[src/rtl/character_drawer_if.sv]
// Pixel bus between the character drawer and the VGA adapter, plus the
// position-FSM state the drawer follows.
interface character_drawer_if;
  logic [3:0] CurrState;
  logic [7:0] X;
  logic [6:0] Y;
  logic [2:0] Colour;
  logic       Plot;
  logic       Busy;
  logic       Done;

  modport master (
    input  CurrState,
    output X, Y, Colour, Plot, Busy, Done
  );

  modport slave (
    output CurrState,
    input  X, Y, Colour, Plot, Busy, Done
  );
endinterface

[src/rtl/character_drawer.sv]
// Renders the character sprite into the framebuffer, one pixel per clock:
// clear all lanes after reset, then erase/redraw whenever the settled lane moves.
module character_drawer #(
  parameter int         SPRITE_W   = 8,
  parameter int         SPRITE_H   = 8,
  parameter logic [6:0] Y_POS      = 7'd100,
  parameter logic [7:0] LANE_X0    = 8'd20,
  parameter logic [7:0] LANE_PITCH = 8'd40,
  parameter logic [2:0] BG_COLOUR  = 3'b000,
  parameter logic [2:0] FG_COLOUR  = 3'b111
) (
  input logic               Clock,
  input logic               Reset,
  character_drawer_if.master vga
);

  localparam int NUM_LANES = 4;
  localparam int CW = (SPRITE_W > 1) ? $clog2(SPRITE_W) : 1;
  localparam int RW = (SPRITE_H > 1) ? $clog2(SPRITE_H) : 1;
  localparam logic [CW-1:0] COL_LAST = CW'(SPRITE_W - 1);
  localparam logic [RW-1:0] ROW_LAST = RW'(SPRITE_H - 1);

  typedef enum logic [2:0] {
    S_CLEAR,
    S_IDLE,
    S_ERASE,
    S_DRAW,
    S_DONE
  } state_t;

  state_t        state, state_nx;
  logic [CW-1:0] col, col_nx;
  logic [RW-1:0] row, row_nx;
  logic [1:0]    clr_lane, clr_lane_nx;
  logic [1:0]    drawn_lane, drawn_lane_nx;
  logic [1:0]    target_lane, target_lane_nx;

  logic [NUM_LANES-1:0][7:0] lane_x;
  logic                      last_px;
  logic                      pass_active;
  logic                      new_lane;
  logic [1:0]                lane_sel;

  generate
    for (genvar g = 0; g < NUM_LANES; g++) begin : g_lane
      assign lane_x[g] = LANE_X0 + LANE_PITCH * 8'(g);
    end
  endgenerate

  assign last_px     = (col == COL_LAST) && (row == ROW_LAST);
  assign pass_active = (state == S_CLEAR) || (state == S_ERASE) || (state == S_DRAW);
  // Only settled lanes (0-3) that differ from what is on screen trigger a redraw.
  assign new_lane    = (vga.CurrState <= 4'd3) && (vga.CurrState[1:0] != drawn_lane);

  always_ff @(posedge Clock) begin
    if (Reset) begin
      state       <= S_CLEAR;
      col         <= '0;
      row         <= '0;
      clr_lane    <= '0;
      drawn_lane  <= '0;
      target_lane <= '0;
    end else begin
      state       <= state_nx;
      col         <= col_nx;
      row         <= row_nx;
      clr_lane    <= clr_lane_nx;
      drawn_lane  <= drawn_lane_nx;
      target_lane <= target_lane_nx;
    end
  end

  always_comb begin
    state_nx       = state;
    col_nx         = col;
    row_nx         = row;
    clr_lane_nx    = clr_lane;
    drawn_lane_nx  = drawn_lane;
    target_lane_nx = target_lane;

    // Row-major scan; wrapping on the last pixel leaves counters at 0 for the next pass.
    if (pass_active) begin
      if (col == COL_LAST) begin
        col_nx = '0;
        row_nx = (row == ROW_LAST) ? '0 : row + RW'(1);
      end else begin
        col_nx = col + CW'(1);
      end
    end

    case (state)
      S_CLEAR: begin
        if (last_px) begin
          if (clr_lane == 2'd3) begin
            state_nx       = S_DRAW;
            target_lane_nx = 2'd0;
            clr_lane_nx    = 2'd0;
          end else begin
            clr_lane_nx = clr_lane + 2'd1;
          end
        end
      end
      S_IDLE: begin
        if (new_lane) begin
          target_lane_nx = vga.CurrState[1:0];
          state_nx       = S_ERASE;
        end
      end
      S_ERASE: begin
        if (last_px) state_nx = S_DRAW;
      end
      S_DRAW: begin
        if (last_px) begin
          drawn_lane_nx = target_lane;
          state_nx      = S_DONE;
        end
      end
      S_DONE:  state_nx = S_IDLE;
      default: state_nx = S_CLEAR;
    endcase
  end

  always_comb begin
    lane_sel   = 2'd0;
    vga.X      = '0;
    vga.Y      = '0;
    vga.Colour = '0;
    vga.Plot   = 1'b0;
    vga.Done   = 1'b0;
    vga.Busy   = (state != S_IDLE);

    case (state)
      S_CLEAR: begin
        lane_sel   = clr_lane;
        vga.Colour = BG_COLOUR;
        vga.Plot   = 1'b1;
      end
      S_ERASE: begin
        lane_sel   = drawn_lane;
        vga.Colour = BG_COLOUR;
        vga.Plot   = 1'b1;
      end
      S_DRAW: begin
        lane_sel   = target_lane;
        vga.Colour = FG_COLOUR;
        vga.Plot   = 1'b1;
      end
      S_DONE:  vga.Done = 1'b1;
      default: ;
    endcase

    if (vga.Plot) begin
      vga.X = lane_x[lane_sel] + 8'(col);
      vga.Y = Y_POS + 7'(row);
    end
  end

endmodule

[src/flat_wrapper.sv]
// flat-port wrapper written by rule: the top's interface ports become plain ports
module character_drawer_flat 
#(
  parameter int         SPRITE_W   = 8,
  parameter int         SPRITE_H   = 8,
  parameter logic [6:0] Y_POS      = 7'd100,
  parameter logic [7:0] LANE_X0    = 8'd20,
  parameter logic [7:0] LANE_PITCH = 8'd40,
  parameter logic [2:0] BG_COLOUR  = 3'b000,
  parameter logic [2:0] FG_COLOUR  = 3'b111
)
  (Clock, Reset, vga_CurrState, vga_X, vga_Y, vga_Colour, vga_Plot, vga_Busy, vga_Done);
  character_drawer_if vga_i ();
  input logic Clock;
  input logic Reset;
  input wire logic [$bits(vga_i.CurrState)-1:0] vga_CurrState;
  output wire logic [$bits(vga_i.X)-1:0] vga_X;
  output wire logic [$bits(vga_i.Y)-1:0] vga_Y;
  output wire logic [$bits(vga_i.Colour)-1:0] vga_Colour;
  output wire logic [$bits(vga_i.Plot)-1:0] vga_Plot;
  output wire logic [$bits(vga_i.Busy)-1:0] vga_Busy;
  output wire logic [$bits(vga_i.Done)-1:0] vga_Done;
  assign vga_i.CurrState = vga_CurrState;
  assign vga_X = vga_i.X;
  assign vga_Y = vga_i.Y;
  assign vga_Colour = vga_i.Colour;
  assign vga_Plot = vga_i.Plot;
  assign vga_Busy = vga_i.Busy;
  assign vga_Done = vga_i.Done;
  character_drawer #(.SPRITE_W(SPRITE_W), .SPRITE_H(SPRITE_H), .Y_POS(Y_POS), .LANE_X0(LANE_X0), .LANE_PITCH(LANE_PITCH), .BG_COLOUR(BG_COLOUR), .FG_COLOUR(FG_COLOUR)) u_core (.Clock(Clock), .Reset(Reset), .vga(vga_i));
endmodule
[config.mk]
export PLATFORM = sky130hd
export DESIGN_NAME = character_drawer_flat
export DESIGN_NICKNAME = d
export VERILOG_FILES = /design/src/rtl/character_drawer_if.sv /design/src/rtl/character_drawer.sv /design/src/flat_wrapper.sv
export SDC_FILE = /design/constraint.sdc
export NUM_CORES = 1
export LEC_CHECK = 0
export ABC_AREA = 1
export CORE_MARGIN = 3
export CORE_UTILIZATION = 47
export CTS_CLUSTER_DIAMETER = 60
export DETAILED_ROUTE_END_ITERATION = 6
export GPL_TIMING_DRIVEN = 0
export PLACE_DENSITY = 0.78
export SLEW_MARGIN = 15
export SYNTH_ARGS = -nofsm -noshare
export SYNTH_HDL_FRONTEND = slang
export SYNTH_SLANG_ARGS = --single-unit
[constraint.sdc]
create_clock -name Clock -period 2.6 [get_ports Clock]
set_clock_uncertainty 0.05 [all_clocks]
set_input_delay 0.78 -clock Clock [delete_from_list [all_inputs] [get_ports Clock]]
set_output_delay 0.78 -clock Clock [all_outputs]
set_load 0.02 [all_outputs]
==> load_flow_metrics.sql, run 1 <==
INSERT INTO impl_metrics (metric_group, metric, value, unit) VALUES
('clock_tree', 'cts_hold_buffers', '0', ''),
('synthesis', 'synth_largest_type_area_fraction', '29.81', '%'),
('clock_tree', 'worst_path_clk_slew', '90', 'ps'),
('setup_path', 'critical_register_to_register_path_endpoint', 'u_core.state[0]', ''),
('placed_design', 'pre_cts_ws', '-326.9', 'ps'),
('placed_design', 'port-buffer-count', '25', ''),
('setup_path', 'critical_path_peak_fanout', '6', ''),
('clock_tree', 'worstSkewPairLatency', '280', 'ps'),
('global_routing', 'number_of_global_route_vias_before_repair', '919', ''),
('floorplanning', 'die-height', '52.29', 'um'),
('timing', 'rsz_0062_raised_after_global_routing', 'true', ''),
('synthesis', 'synth_xor_xnor_area_share', '0', '%'),
('setup_path', 'critPathCaptureType', 'output pin', ''),
('floorplanning', 'core_area', '2002', 'um^2'),
('global_routing', 'wire_length_of_the_first_global_routing_pass', '3801', 'um'),
('timing', 'period_share', '96.78', '%'),
('synthesis', 'yosysWarningCount', '0', ''),
('timing', 'postLayoutSetupSlackWorst', '83.61', 'ps'),
('setup_path', 'timing.critical_path.arrival', '1690', 'ps'),
('synthesis', 'syn_area_per_cell', '6.626', 'um^2'),
('routing', 'viasPerCell', '4.852', ''),
('status', 'outcome', 'complete, no violations', ''),
('min_path', 'hold_path.startpoint', 'u_core.row[1]', ''),
('synthesis', 'synth.cell_area', '1007', 'um^2'),
('routing', 'detail_route.wirelength', '2271', 'um'),
('timing', 'fin_hold_ws', '442.4', 'ps'),
('layout', 'area_delta_synth_final', '34.29', '%'),
('timing', 'total_count_of_max_transition_violations_in_the_final_report', '0', ''),
('clock_tree', 'tritoncts', 'done', ''),
('synthesis', 'main_combinational_cell_family_by_area_after_synthesis', 'simple AND/OR/NAND/NOR gates', ''),
('placed_design', 'routabilityCongestion', '0.8039', ''),
('clock_tree', 'cts_max_level', '1', ''),
('floorplanning', 'floorplan.io_pins', '27', ''),
('timing', 'period_minus_ws_final', '2516', 'ps'),
('synthesis', 'compound_gate_fraction_of_synth_area', '13.79', '%'),
('global_routing', 'met2_usage', '33.47', '%'),
('setup_path', 'reg2reg_from', 'u_core.col[0]', ''),
('global_routing', 'gr-max-usage-layer', 'met2', ''),
('synthesis', 'post_synth_simple_gate_area', '33.29', '%'),
('clock_tree', 'clockRootBuffer', 'sky130_fd_sc_hd__clkbuf_4', ''),
('routing', 'num_vias', '1014', ''),
('layout', 'antenna_cells_inserted', '0', ''),
('layout', 'most_common_cell_after_layout_fill_and_taps_aside', 'sky130_fd_sc_hd__nand2_1', ''),
('routing', 'firstDrtPassIters', '4', ''),
('layout', 'post-route-cell-area', '1353', 'um^2'),
('synthesis', 'ys_top_cells_by_area', 'sky130_fd_sc_hd__dfxtp_1 30%, sky130_fd_sc_hd__nand2_1 9.3%, sky130_fd_sc_hd__inv_1 8.9%, sky130_fd_sc_hd__ha_1 7.5%, sky130_fd_sc_hd__nor2_1 7.5%', ''),
('layout', 'layout-drive-gt1-share', '22.53', '%'),
('global_routing', 'grt_start_max_net_pins', '11', ''),
('synthesis', 'synthesized_area_fraction_occupied_by_adder_cells', '7.453', '%'),
('placed_design', 'place_hpwl', '1752', 'um'),
('clock_tree', 'cts-buffers-inserted', '3', ''),
('clock_tree', 'ctsLongestPathBuffers', '2', ''),
('min_path', 'hold_path.class', 'register to register', ''),
('clock_tree', 'cts.sink_count', '15', ''),
('global_routing', 'grtUsageMet3', '3.704', '%'),
('synthesis', 'synth.lib_cells_used.distinct', '23', ''),
('routing', 'detailedRoute.firstIterationViolations', '10', ''),
('placed_design', 'place.detailed.instances', '204', ''),
('setup_path', 'r2r_depth', '10', ''),
('placed_design', 'detailed_place.area', '1291', 'um^2'),
('timing', 'fmaxAchievable', '0.3974', 'GHz'),
('synthesis', 'post_synth_mux_area_share', '0', '%'),
('job', 'max_cap_violations', '0', ''),
('global_routing', 'initial_antenna_violation_count', '0', ''),
('setup_path', 'critPathKind', 'register to output pin', ''),
('timing', 'finalSetupViolations', '0', ''),
('min_path', 'hold_depth', '2', ''),
('min_path', 'holdPathEnd', 'u_core.row[1]', ''),
('synthesis', 'cell_taking_the_most_area_after_synthesis', 'sky130_fd_sc_hd__dfxtp_1', ''),
('synthesis', 'synthesis.instances', '152', ''),
('setup_path', 'critical_path.startpoint_type', 'register', '');
-- sequential cells by signal, summed over array words and instances (netlist names) --
name                flops
u_core.drawn_lane       2
u_core.clr_lane         2
u_core.col              3
u_core.state            3
u_core.target_lane      2
u_core.row              3
-- power breakdown --
group          leakage [nW]  switching [mW]  total, mW  internal [mW]
combinational         0.485          0.0271     0.0499         0.0228
sequential            0.124         0.00441      0.235          0.231
clock                0.0177          0.0738      0.131         0.0571
-- critical path: stages (launching register included) --
cell and delay, ps:
sky130_fd_sc_hd__dfxtp_4 410, sky130_fd_sc_hd__inv_4 50, sky130_fd_sc_hd__nand2_4 80, sky130_fd_sc_hd__nor3_2 50
sky130_fd_sc_hd__nor2_2 150, sky130_fd_sc_hd__o21ai_2 110, sky130_fd_sc_hd__ha_4 170, sky130_fd_sc_hd__inv_4 50
sky130_fd_sc_hd__o21ai_1 60, sky130_fd_sc_hd__a21oi_1 120, sky130_fd_sc_hd__buf_4 160
-- cell type report --
class                           instances  area [um^2]
Clock buffer                            3        22.52
Timing Repair Buffer                   26        232.7
Buffer                                  6        45.04
Inverter                               29        113.9
Sequential cell                        15        311.5
Fill cell                             181        649.4
Clock inverter                          1        5.005
Tap cell                               27        33.78
Multi-Input combinational cell        102        588.1
-- cells in the mapped netlist, drive strengths merged --
cell type and instances:
a21oi 11, o211ai 1, inv 29, buf 6, nand4 4, ha 6
nand3 6, nand2 30, nor2 24, conb 1, nor3 5, a211oi 1
o21ai 13, dfxtp 15
-- cell families after synthesis --
kind of cell	count (synthesis)
AO/OA/AOI/OAI	26
AND/OR/NAND/NOR	69
other	1
flip-flops	15
adder cells (fa/ha/maj)	6
buffers and inverters	35
-- metrics by stage --
stage	setup TNS, ps	total power [mW]
global placement	-635.5	0.2955
CTS	-4.024	0.4197
global route	-62.71	0.4415
floorplan	0	0.2713
detailed placement	-785.6	0.2966
finish	0	0.4163
-- worst max path at each step --
stage / end / start / cells after the start / slack [ps]
CTS: vga_X[3] / u_core.state[2] / 9 / -4
global route: vga_X[4] / u_core.state[2] / 10 / -30
floorplan: vga_X[4] / u_core.state[2] / 9 / 210
detailed placement: vga_X[4] / u_core.state[2] / 10 / -330
finish: vga_X[4] / u_core.state[2] / 10 / 80
global placement: vga_X[4] / u_core.state[2] / 10 / -280
-- layer usage --
| metal | up-vias | part of all wire (%) |
|---|---|---|
| met4 | 0 | 0.75 |
| met5 | - | 0 |
| met1 | 448 | 44 |
| met3 | 2 | 4.2 |
| li1 | 541 | - |
| met2 | 23 | 51 |
-- timing repair --
item | in CTS | in global routing
pin swaps | 1 | 2
setup endpoints to repair | 17 | 5
buffers inserted | 0 | 1
resized for setup | 33 | 12
Power figures use the tool's default switching activity.
==> run 2: changes to the inputs <==
- SLEW_MARGIN: 15 -> default
==> results of run 2 <==
No change in the layout: final DEF, timing and power equal those of run 1.
